## config.mk

```make
export PLATFORM = sky130hd
export DESIGN_NAME = pipeline_hazard_control_flat
export DESIGN_NICKNAME = d
export VERILOG_FILES = /design/src/rtl/pipeline_ctrl_pkg.sv /design/src/rtl/pipeline_hazard_control_if.sv /design/src/rtl/sat_counter.sv /design/src/rtl/pipeline_hazard_control.sv /design/src/flat_wrapper.sv
export SDC_FILE = /design/constraint.sdc
export NUM_CORES = 1
export LEC_CHECK = 0
export CAP_MARGIN = 20
export CORE_UTILIZATION = 40
export CTS_BUF_LIST = sky130_fd_sc_hd__clkbuf_16
export CTS_CLUSTER_DIAMETER = 40
export CTS_CLUSTER_SIZE = 24
export DETAILED_ROUTE_END_ITERATION = 7
export DONT_BUFFER_PORTS = 1
export MAX_ROUTING_LAYER = met4
export PLACE_DENSITY = 0.53
export REMOVE_ABC_BUFFERS = 1
export SYNTH_ARGS = -nofsm -noshare
export SYNTH_HDL_FRONTEND = slang
export SYNTH_SLANG_ARGS = --single-unit
```

## constraint.sdc

```tcl
create_clock -name clk -period 4.8 [get_ports clk]
set_clock_uncertainty 0.05 [all_clocks]
set_input_delay 0.96 -clock clk [delete_from_list [all_inputs] [get_ports clk]]
set_output_delay 0.96 -clock clk [all_outputs]
set_load 0.01 [all_outputs]
```

## src/rtl/pipeline_ctrl_pkg.sv

```systemverilog
// Shared definitions for the MIPS pipeline control blocks.
//   - hazard_state_t : hazard controller state encoding (also driven out on HazardState)
//   - opcode constants shared by StallDetection and the instruction decoder
package pipeline_ctrl_pkg;

  typedef enum logic [1:0] {
    RUN      = 2'b00,
    STALL_ID = 2'b01,
    STALL_EX = 2'b10,
    HALT     = 2'b11
  } hazard_state_t;

  localparam logic [5:0] RTYPE = 6'b000000;
  localparam logic [5:0] J     = 6'b000010;
  localparam logic [5:0] BEQ   = 6'b000100;
  localparam logic [5:0] BNE   = 6'b000101;
  localparam logic [5:0] ADDI  = 6'b001000;
  localparam logic [5:0] SLTI  = 6'b001010;
  localparam logic [5:0] LUI   = 6'b001111;
  localparam logic [5:0] LW    = 6'b100011;
  localparam logic [5:0] SW    = 6'b101011;

endpackage

```

## src/rtl/pipeline_hazard_control_if.sv

```systemverilog
// Hazard-control bundle between StallDetection/ID resolution and the pipeline registers.
//   master : drives the hazard requests (IDStall, EXStall, IDBranchTaken, IDJump),
//            receives the pipeline-register controls, state and counters.
//   slave  : the hazard controller itself.
interface pipeline_hazard_control_if #(
  parameter int CNT_W = 16
);
  logic             IDStall;
  logic             EXStall;
  logic             IDBranchTaken;
  logic             IDJump;
  logic             PCWrite;
  logic             IFIDWrite;
  logic             IFIDFlush;
  logic             IDEXWrite;
  logic             IDEXBubble;
  logic             EXMEMBubble;
  logic [1:0]       HazardState;
  logic             HazardError;
  logic [CNT_W-1:0] StallCycles;
  logic [CNT_W-1:0] FlushCycles;

  modport master (
    output IDStall, EXStall, IDBranchTaken, IDJump,
    input  PCWrite, IFIDWrite, IFIDFlush, IDEXWrite, IDEXBubble, EXMEMBubble,
    input  HazardState, HazardError, StallCycles, FlushCycles
  );

  modport slave (
    input  IDStall, EXStall, IDBranchTaken, IDJump,
    output PCWrite, IFIDWrite, IFIDFlush, IDEXWrite, IDEXBubble, EXMEMBubble,
    output HazardState, HazardError, StallCycles, FlushCycles
  );
endinterface

```

## src/rtl/sat_counter.sv

```systemverilog
// Saturating up-counter: adds one per enabled cycle and sticks at all-ones.
//   clk   : counting clock
//   rst_n : asynchronous active-low clear
//   en    : increment request for this cycle
//   cnt   : current count
module sat_counter #(
  parameter int W = 16
) (
  input  logic         clk,
  input  logic         rst_n,
  input  logic         en,
  output logic [W-1:0] cnt
);

  logic [W-1:0] cnt_q;
  logic [W-1:0] cnt_d;

  always_comb begin
    cnt_d = cnt_q;
    if (en && (cnt_q != '1)) begin
      cnt_d = cnt_q + 1'b1;
    end
  end

  always_ff @(posedge clk or negedge rst_n) begin
    if (!rst_n) begin
      cnt_q <= '0;
    end else begin
      cnt_q <= cnt_d;
    end
  end

  assign cnt = cnt_q;

endmodule

```

## src/rtl/pipeline_hazard_control.sv

```systemverilog
// Hazard controller for the 5-stage MIPS pipeline. Turns stall and branch/jump
// requests into write-enable, bubble and flush controls for the PC and the
// IF/ID, ID/EX and EX/MEM registers, with a stall-length watchdog and
// saturating stall/flush counters.
//   clk   : pipeline clock
//   reset : asynchronous active-low reset
//   hz    : hazard bundle (requests in; controls, HazardState, HazardError, counters out)
//
//   state    | meaning
//   ---------+-----------------------------------------------------------
//   RUN      | last cycle was not a stall
//   STALL_ID | last cycle stalled on an unresolved ID operand
//   STALL_EX | last cycle stalled on a load feeding EX
//   HALT     | watchdog tripped; pipeline frozen until reset
module pipeline_hazard_control
  import pipeline_ctrl_pkg::*;
#(
  parameter int MAX_STALL = 4,
  parameter int CNT_W     = 16
) (
  input  logic                        clk,
  input  logic                        reset,
  pipeline_hazard_control_if.slave    hz
);

  // Run length never exceeds MAX_STALL (<= 15), so four bits are enough.
  localparam logic [3:0] RUN_LIMIT = 4'(MAX_STALL - 1);

  hazard_state_t state_q, state_d;
  logic [3:0]    run_q, run_d;
  logic          err_q, err_d;

  logic          stall;
  logic          flush_req;
  logic          halted;
  logic          stall_cnt_en;
  logic          flush_cnt_en;

  logic          pc_write;
  logic          ifid_write;
  logic          ifid_flush;
  logic          idex_write;
  logic          idex_bubble;
  logic          exmem_bubble;

  logic [CNT_W-1:0] stall_cnt;
  logic [CNT_W-1:0] flush_cnt;

  assign stall     = hz.EXStall | hz.IDStall;
  assign flush_req = hz.IDBranchTaken | hz.IDJump;
  assign halted    = (state_q == HALT);

  // Zero-latency controls; priority HALT > EXStall > IDStall > branch/jump.
  always_comb begin
    pc_write     = 1'b1;
    ifid_write   = 1'b1;
    ifid_flush   = 1'b0;
    idex_write   = 1'b1;
    idex_bubble  = 1'b0;
    exmem_bubble = 1'b0;
    if (halted) begin
      pc_write   = 1'b0;
      ifid_write = 1'b0;
      idex_write = 1'b0;
    end else if (hz.EXStall) begin
      pc_write     = 1'b0;
      ifid_write   = 1'b0;
      idex_write   = 1'b0;
      exmem_bubble = 1'b1;
    end else if (hz.IDStall) begin
      pc_write    = 1'b0;
      ifid_write  = 1'b0;
      idex_bubble = 1'b1;
    end else if (flush_req) begin
      ifid_flush = 1'b1;
    end
  end

  always_comb begin
    state_d = state_q;
    run_d   = run_q;
    err_d   = err_q;
    if (!halted) begin
      if (stall) begin
        run_d = run_q + 4'd1;
        // The stall that reaches the limit is itself counted, then we freeze.
        if (run_q == RUN_LIMIT) begin
          state_d = HALT;
          err_d   = 1'b1;
        end else if (hz.EXStall) begin
          state_d = STALL_EX;
        end else begin
          state_d = STALL_ID;
        end
      end else begin
        run_d   = 4'd0;
        state_d = RUN;
      end
    end
  end

  always_ff @(posedge clk or negedge reset) begin
    if (!reset) begin
      state_q <= RUN;
      run_q   <= 4'd0;
      err_q   <= 1'b0;
    end else begin
      state_q <= state_d;
      run_q   <= run_d;
      err_q   <= err_d;
    end
  end

  // A branch under a stall is not flushed, so it is not counted either.
  assign stall_cnt_en = !halted && stall;
  assign flush_cnt_en = !halted && !stall && flush_req;

  sat_counter #(.W(CNT_W)) u_stall_cnt (
    .clk   (clk),
    .rst_n (reset),
    .en    (stall_cnt_en),
    .cnt   (stall_cnt)
  );

  sat_counter #(.W(CNT_W)) u_flush_cnt (
    .clk   (clk),
    .rst_n (reset),
    .en    (flush_cnt_en),
    .cnt   (flush_cnt)
  );

  assign hz.PCWrite     = pc_write;
  assign hz.IFIDWrite   = ifid_write;
  assign hz.IFIDFlush   = ifid_flush;
  assign hz.IDEXWrite   = idex_write;
  assign hz.IDEXBubble  = idex_bubble;
  assign hz.EXMEMBubble = exmem_bubble;
  assign hz.HazardState = state_q;
  assign hz.HazardError = err_q;
  assign hz.StallCycles = stall_cnt;
  assign hz.FlushCycles = flush_cnt;

endmodule

```

## src/flat_wrapper.sv

```systemverilog
// flat-port wrapper written by rule: the top's interface ports become plain ports
module pipeline_hazard_control_flat import pipeline_ctrl_pkg::*;
#(
  parameter int MAX_STALL = 4,
  parameter int CNT_W     = 16
)
  (clk, reset, hz_IDStall, hz_EXStall, hz_IDBranchTaken, hz_IDJump, hz_PCWrite, hz_IFIDWrite, hz_IFIDFlush, hz_IDEXWrite, hz_IDEXBubble, hz_EXMEMBubble, hz_HazardState, hz_HazardError, hz_StallCycles, hz_FlushCycles);
  pipeline_hazard_control_if #(.CNT_W(CNT_W)) hz_i ();
  input  logic clk;
  input  logic reset;
  input wire logic [$bits(hz_i.IDStall)-1:0] hz_IDStall;
  input wire logic [$bits(hz_i.EXStall)-1:0] hz_EXStall;
  input wire logic [$bits(hz_i.IDBranchTaken)-1:0] hz_IDBranchTaken;
  input wire logic [$bits(hz_i.IDJump)-1:0] hz_IDJump;
  output wire logic [$bits(hz_i.PCWrite)-1:0] hz_PCWrite;
  output wire logic [$bits(hz_i.IFIDWrite)-1:0] hz_IFIDWrite;
  output wire logic [$bits(hz_i.IFIDFlush)-1:0] hz_IFIDFlush;
  output wire logic [$bits(hz_i.IDEXWrite)-1:0] hz_IDEXWrite;
  output wire logic [$bits(hz_i.IDEXBubble)-1:0] hz_IDEXBubble;
  output wire logic [$bits(hz_i.EXMEMBubble)-1:0] hz_EXMEMBubble;
  output wire logic [$bits(hz_i.HazardState)-1:0] hz_HazardState;
  output wire logic [$bits(hz_i.HazardError)-1:0] hz_HazardError;
  output wire logic [$bits(hz_i.StallCycles)-1:0] hz_StallCycles;
  output wire logic [$bits(hz_i.FlushCycles)-1:0] hz_FlushCycles;
  assign hz_i.IDStall = hz_IDStall;
  assign hz_i.EXStall = hz_EXStall;
  assign hz_i.IDBranchTaken = hz_IDBranchTaken;
  assign hz_i.IDJump = hz_IDJump;
  assign hz_PCWrite = hz_i.PCWrite;
  assign hz_IFIDWrite = hz_i.IFIDWrite;
  assign hz_IFIDFlush = hz_i.IFIDFlush;
  assign hz_IDEXWrite = hz_i.IDEXWrite;
  assign hz_IDEXBubble = hz_i.IDEXBubble;
  assign hz_EXMEMBubble = hz_i.EXMEMBubble;
  assign hz_HazardState = hz_i.HazardState;
  assign hz_HazardError = hz_i.HazardError;
  assign hz_StallCycles = hz_i.StallCycles;
  assign hz_FlushCycles = hz_i.FlushCycles;
  pipeline_hazard_control #(.MAX_STALL(MAX_STALL), .CNT_W(CNT_W)) u_core (.clk(clk), .reset(reset), .hz(hz_i));
endmodule
```

==> flow_metrics.env <==
export IMPL_outcome="finished, final reports clean"
export IMPL_area_growth_pct=9.96
export IMPL_cts_root_buffer="clkbuf_16"
export IMPL_setup_violations=0
export IMPL_crit_fanout=9
export IMPL_synth_edf_count=0
export IMPL_dieArea_sq_um=5220
export IMPL_syn_area_sq_um=1970
export IMPL_min_period_ps=2860
export IMPL_dp_hpwl_um=2850
export IMPL_grt_max_degree=40
export IMPL_tns_ps=0
export IMPL_drtIter0Drc=58
export IMPL_reg2reg_depth=6
export IMPL_startpoint_type="input port"
export IMPL_postCtsSetupRepairBufs=0
export IMPL_maxCapViolCount=0
export IMPL_cts_buffer_depth=2
export IMPL_rows=25
export IMPL_tightest_slew_ps=903
export IMPL_port_buffers=0
export IMPL_drcViolationCount=0
export IMPL_h_tree_depth=2
export IMPL_timing_rr_start="u_core.u_flush_cnt.cnt[0]"
export IMPL_peakVddDrop_v=0.000264
export IMPL_final_nets=190
export IMPL_crit_arrival_ps=1850
export IMPL_syn_inst=177
export IMPL_cts_resized=0
export IMPL_grt_antenna_before_repair=0
export IMPL_ant_nets=0
export IMPL_final_common_cell="dfrtp_1"
export IMPL_io_pins=47
export IMPL_pre_cts_ws_ps=1930
export IMPL_diodes=0
export IMPL_setup_ws_ps=1940
export IMPL_clk_pin_slew_ps=50
export IMPL_min_period_over_period_pct=59.6
export IMPL_overflow=0
export IMPL_r2r_setup_slack_ps=2340
export IMPL_core_area_sq_um=4720
export IMPL_hold_violations=0
export IMPL_vias=1368
export IMPL_crit_path_start="hz_IDStall"
export IMPL_power_mw=1.03
export IMPL_slew_violations=0
export IMPL_endpoint="hz_IFIDFlush"
export IMPL_hold_path_class="in2async"
export IMPL_firstDrtPassIters=4
export IMPL_design_area_sq_um=2170
export IMPL_ys_ff_latch=39
export IMPL_dieWidth_um=72.2
export IMPL_crit_type="in2out"
export IMPL_drive_above_1_share_pct=8.79
export IMPL_cts_hold_buf=0
export IMPL_endpoint_kind="output port"
export IMPL_placed_area_sq_um=2030
export IMPL_gp_congestion=0.844
export IMPL_grt_pass1_wl_um=6590
export IMPL_drt_total_wl_um=3880
export IMPL_cts_buffers=5
export IMPL_slew_headroom_pct=39.2
export IMPL_syn_avg_cell_area_sq_um=11.1
export IMPL_mostFrequentLayoutCells="dfrtp_1, xor2_1, nor2_1, nand2_1"
export IMPL_synth_distinct_cells=39
export IMPL_p_leak_nw=1.04
export IMPL_start_util_pct=41.8
export IMPL_async_flop_share_pct=100
export IMPL_grt_total_usage_pct=16.9
export IMPL_grt_pass1_vias=1406
export IMPL_synthFlopType="dfrtp_1"
export IMPL_cts_tree="built"
export IMPL_power_density_nw_per_um2=476
export IMPL_yosys_warnings=0
export IMPL_timing_rr_end="u_core.u_flush_cnt.cnt[1]"
export IMPL_cp_required_ps=3790
export IMPL_seq_area_frac_synth_pct=49.5
export IMPL_fmax_mhz=350
export IMPL_clkLatencyLatePin_ps=270
export IMPL_cts_num_sinks=39
export IMPL_vias_per_cell=5.49
export IMPL_wl_per_cell_um=15.6
export IMPL_die_h_um=72.2
export IMPL_rsz0062_at_grt="false"
[where the power goes]
group	internal (mW)	total (mW)	switching, mW
combinational	0.0942	0.191	0.0964
sequential	0.398	0.539	0.140
clock	0.187	0.303	0.117
total	0.679	1.03	0.354
[synth_stat cells, drive strengths merged, types with 2 or more instances]
master	count	area share, %
nand2	12	2.3
nand4	12	4.4
xnor2	2	0.89
dfrtp	39	49
nor4b	4	2.4
inv	3	0.57
a21oi	3	0.76
buf	4	1.6
ha	3	1.9
nand3	10	2.5
o21ai	4	1.2
xor2	25	11
nor4	5	1.9
nor2	14	2.7
nor3	6	1.5
and2	2	0.63
and3	5	1.6
o211a	2	1.0
mux2	2	1.1
a31oi	3	0.95
o21a	2	0.76
nor3b	3	1.1
and4	3	1.3
[critical path, stage by stage]
cell	delay (ps)
a211oi_4	500
o21ai_2	230
inv_1	150
[metrics by stage]
step           hold WS [ps]  util, %  cells
6_report                328     45.9    249
5_1_grt                 312     45.9    249
4_1_cts                 321     45.9    249
3_5_place_dp            448     43.0    241
3_3_place_gp            428     43.0    241
2_1_floorplan           411        -    173
[per-layer routing]
metal / global-route usage [%] / part of all wire [%] / vias to the layer above
met2: 26.2 / 50 / 36
li1: - / - / 655
met5: - / 0 / -
met1: 19.2 / 42 / 675
met4: 6.54 / 0.57 / 0
met3: 7.64 / 7.1 / 2
[area by class of cell]
type / instances / area, sq um
fill: 445 / 2550
sequential: 39 / 976
multi-input combinational: 131 / 955
clock buffer: 5 / 125
tap: 67 / 83.8
clock inverter: 3 / 11.3
inverter: 3 / 11.3
timing repair buffer: 1 / 7.51
[kinds of logic (layout without fill, tap and decap cells)]
kind of cell	after synthesis	count (layout)	share of synthesized area, %
xor+xnor	27	27	12.0
buf+inv	7	12	2.16
mux	2	2	1.14
fa+ha+maj	3	3	1.90
simple gates	78	78	23.1
flops	39	39	49.5
compound gates	21	21	10.2
[worst min path at each step]
stage	to	slack [ps]
after global routing	u_core.u_stall_cnt.cnt[7]	310
after CTS	u_core.u_stall_cnt.cnt[11]	320
final	u_core.u_stall_cnt.cnt[13]	330
after detailed placement	u_core.run_q[2]	450
after floorplan	u_core.run_q[2]	410
after global placement	u_core.run_q[2]	430
[state kept, by name (all words and copies together) (netlist names)]
register,cells
u_core.hz.HazardError,1
u_core.u_flush_cnt.cnt,16
u_core.hz.HazardState,2
u_core.u_stall_cnt.cnt,16
u_core.run_q,4
Note: power is estimated with default switching activity, not from simulation.
==> RTL change: new RTL, same settings <==
`CNT_W` is set to 16 in 3 places; all go to 24.
--- a/src/rtl/pipeline_hazard_control_if.sv
+++ b/src/rtl/pipeline_hazard_control_if.sv
@@ -5,3 +5,3 @@
 interface pipeline_hazard_control_if #(
-  parameter int CNT_W = 16
+  parameter int CNT_W = 24
 );
--- a/src/rtl/pipeline_hazard_control.sv
+++ b/src/rtl/pipeline_hazard_control.sv
@@ -18,3 +18,3 @@
   parameter int MAX_STALL = 4,
-  parameter int CNT_W     = 16
+  parameter int CNT_W     = 24
 ) (
--- a/src/flat_wrapper.sv
+++ b/src/flat_wrapper.sv
@@ -4,3 +4,3 @@
   parameter int MAX_STALL = 4,
-  parameter int CNT_W     = 16
+  parameter int CNT_W     = 24
 )
Interface: changed (resized hz_FlushCycles and hz_StallCycles); port bits go from 47 to 63. No check against the original RTL was run, so the function may have changed too.
==> RTL change against the unedited design <==
- the flow now finishes with violations (design-rule violations)
- clock power rose by 14%
- setup slack improved by 0.18 ns
- final cell count rose by 36%
- power rose by 16%
- design area rose by 34%
- first-iteration DRC count rose by 26%
- sequential cell count rose by 16
- sequential share of layout area rose by 2.3 points
- routed wire length rose by 44%
- synthesized area rose by 37%
- critical path type unchanged
- largest power group unchanged
- highest routed layer unchanged
==> RTL change: results <==
export IMPL_outcome="finished, violations left"
export IMPL_violations="design-rule violations"
export IMPL_p_sw_share_pct=32.7
export IMPL_use_met2_pct=25.6
export IMPL_grt_max_degree=56
export IMPL_met3_usage_pct=5.84
export IMPL_drc=8
export IMPL_reg2reg_depth=6
export IMPL_hold_class="in2async"
export IMPL_grt_usage_pct=17.8
export IMPL_dp_hpwl_mm=4.04
export IMPL_path_max_fanout=6
export IMPL_htree_levels=2
export IMPL_cts_tree="built"
export IMPL_wire_per_inst_um=16.5
export IMPL_placedCellCount=331
export IMPL_post_cts_buffers=0
export IMPL_via_per_inst=5.63
export IMPL_synth_area_top_cells="dfrtp_1 51%, xnor2_1 7.8%, xor2_1 6.2%"
export IMPL_initialDrtViolationCount=73
export IMPL_cellLeakagePower_nw=1.26
export IMPL_synth_common_cells="55 x dfrtp_1, 34 x nand2_1, 24 x xnor2_1"
export IMPL_diodes=0
export IMPL_insertion_delay_ns=0.29
export IMPL_cp_arrival_ns=1.67
export IMPL_slew_headroom_pct=60.6
export IMPL_syn_area_per_cell_um2=10.5
export IMPL_path_clk_slew_ns=0.07
export IMPL_place_congestion=0.787
export IMPL_post_route_cells_drive_above_1_share_pct=6.87
export IMPL_dr_total_vias=1910
export IMPL_grt_pass1_wl_mm=9.67
export IMPL_max_vdd_ir_drop_uv=194
export IMPL_finalNetCount=270
export IMPL_met1_usage_pct=23.8
export IMPL_clockRootBuffer="clkbuf_16"
export IMPL_max_clock_path_buffers=2
export IMPL_dr_pass1_iters=6
export IMPL_cpPeakStageDelay_ns=0.38
export IMPL_cts_resized_gates=0
export IMPL_antenna_found_initial=0
export IMPL_yosysSeqAreaShare_pct=51.1
export IMPL_cpLargestDelayFamily="compound AO/OA/AOI/OAI gates"
## RTL change: final timing paths
path / slack, ns / start / endpoint
hold / removal: 0.31 / reset / u_core.u_stall_cnt.cnt[14]$_DFFE_PN0P_
hold reg to reg: 0.44 / u_core.run_q[3]$_DFFE_PN0N_ / u_core.run_q[3]$_DFFE_PN0N_
max in group asynchronous: 4.29 / reset / u_core.u_flush_cnt.cnt[13]$_DFFE_PN0P_
min in group clk: 0.44 / u_core.run_q[3]$_DFFE_PN0N_ / u_core.run_q[3]$_DFFE_PN0N_
setup / recovery: 2.12 / hz_IDStall / hz_IFIDFlush
setup reg to reg: 2.57 / u_core.u_flush_cnt.cnt[0]$_DFFE_PN0P_ / u_core.u_flush_cnt.cnt[19]$_DFFE_PN0P_
## RTL change: layout make-up
| cell class | count | area (um^2) |
|---|---|---|
| clock buffers | 5 | 125 |
| clock inverters | 3 | 11.3 |
| fillers | 629 | 3510 |
| inverters | 5 | 18.8 |
| multi-input cells | 194 | 1280 |
| flip-flops and latches | 55 | 1380 |
| well taps | 77 | 96.3 |
## RTL change: through the flow
step / hold slack, ns / util [%] / instance area, um^2 / setup slack [ns]
global placement: 0.432 / 43.2 / 2770 / 2.12
CTS: 0.304 / 45.3 / 2910 / 2.11
floorplan: 0.404 / - / 2680 / 2.19
global route: 0.296 / 45.3 / 2910 / 2.05
finish: 0.312 / 45.3 / 2910 / 2.12
detailed placement: 0.437 / 43.2 / 2770 / 2.12
## RTL change: power groups by stage
stage                     combinational [mW]  clock, mW  sequential (mW)
after floorplan                        0.157          0            0.644
after global placement                 0.186          0            0.671
after global routing                   0.213      0.374            0.678
after CTS                              0.190      0.360            0.663
final                                  0.187      0.345            0.661
after detailed placement               0.189          0            0.671
## RTL change: cells by family after synthesis
| logic type | after synthesis | share of synthesized area, % |
|---|---|---|
| simple gates | 124 | 25.5 |
| flops | 55 | 51.1 |
| xor+xnor | 43 | 14.0 |
| compound gates | 22 | 5.90 |
| buf+inv | 8 | 1.35 |
| fa+ha+maj | 3 | 1.39 |
| mux | 2 | 0.836 |
## RTL change: metal layers
metal	vias up	part of all wire (%)	wire length, um
li1	924	-	-
met4	0	0.95	53
met3	4	5.7	320
met5	-	0	0
met1	936	49	2730
met2	46	45	2490
## RTL change: worst reg2reg max path, stage by stage, from the launching register on
cell and delay (ns):
dfrtp_1 0.47, ha_1 0.22, nand4_1 0.17, nor3_1 0.52
a2111o_1 0.42, nor3_1 0.11, xor2_1 0.15
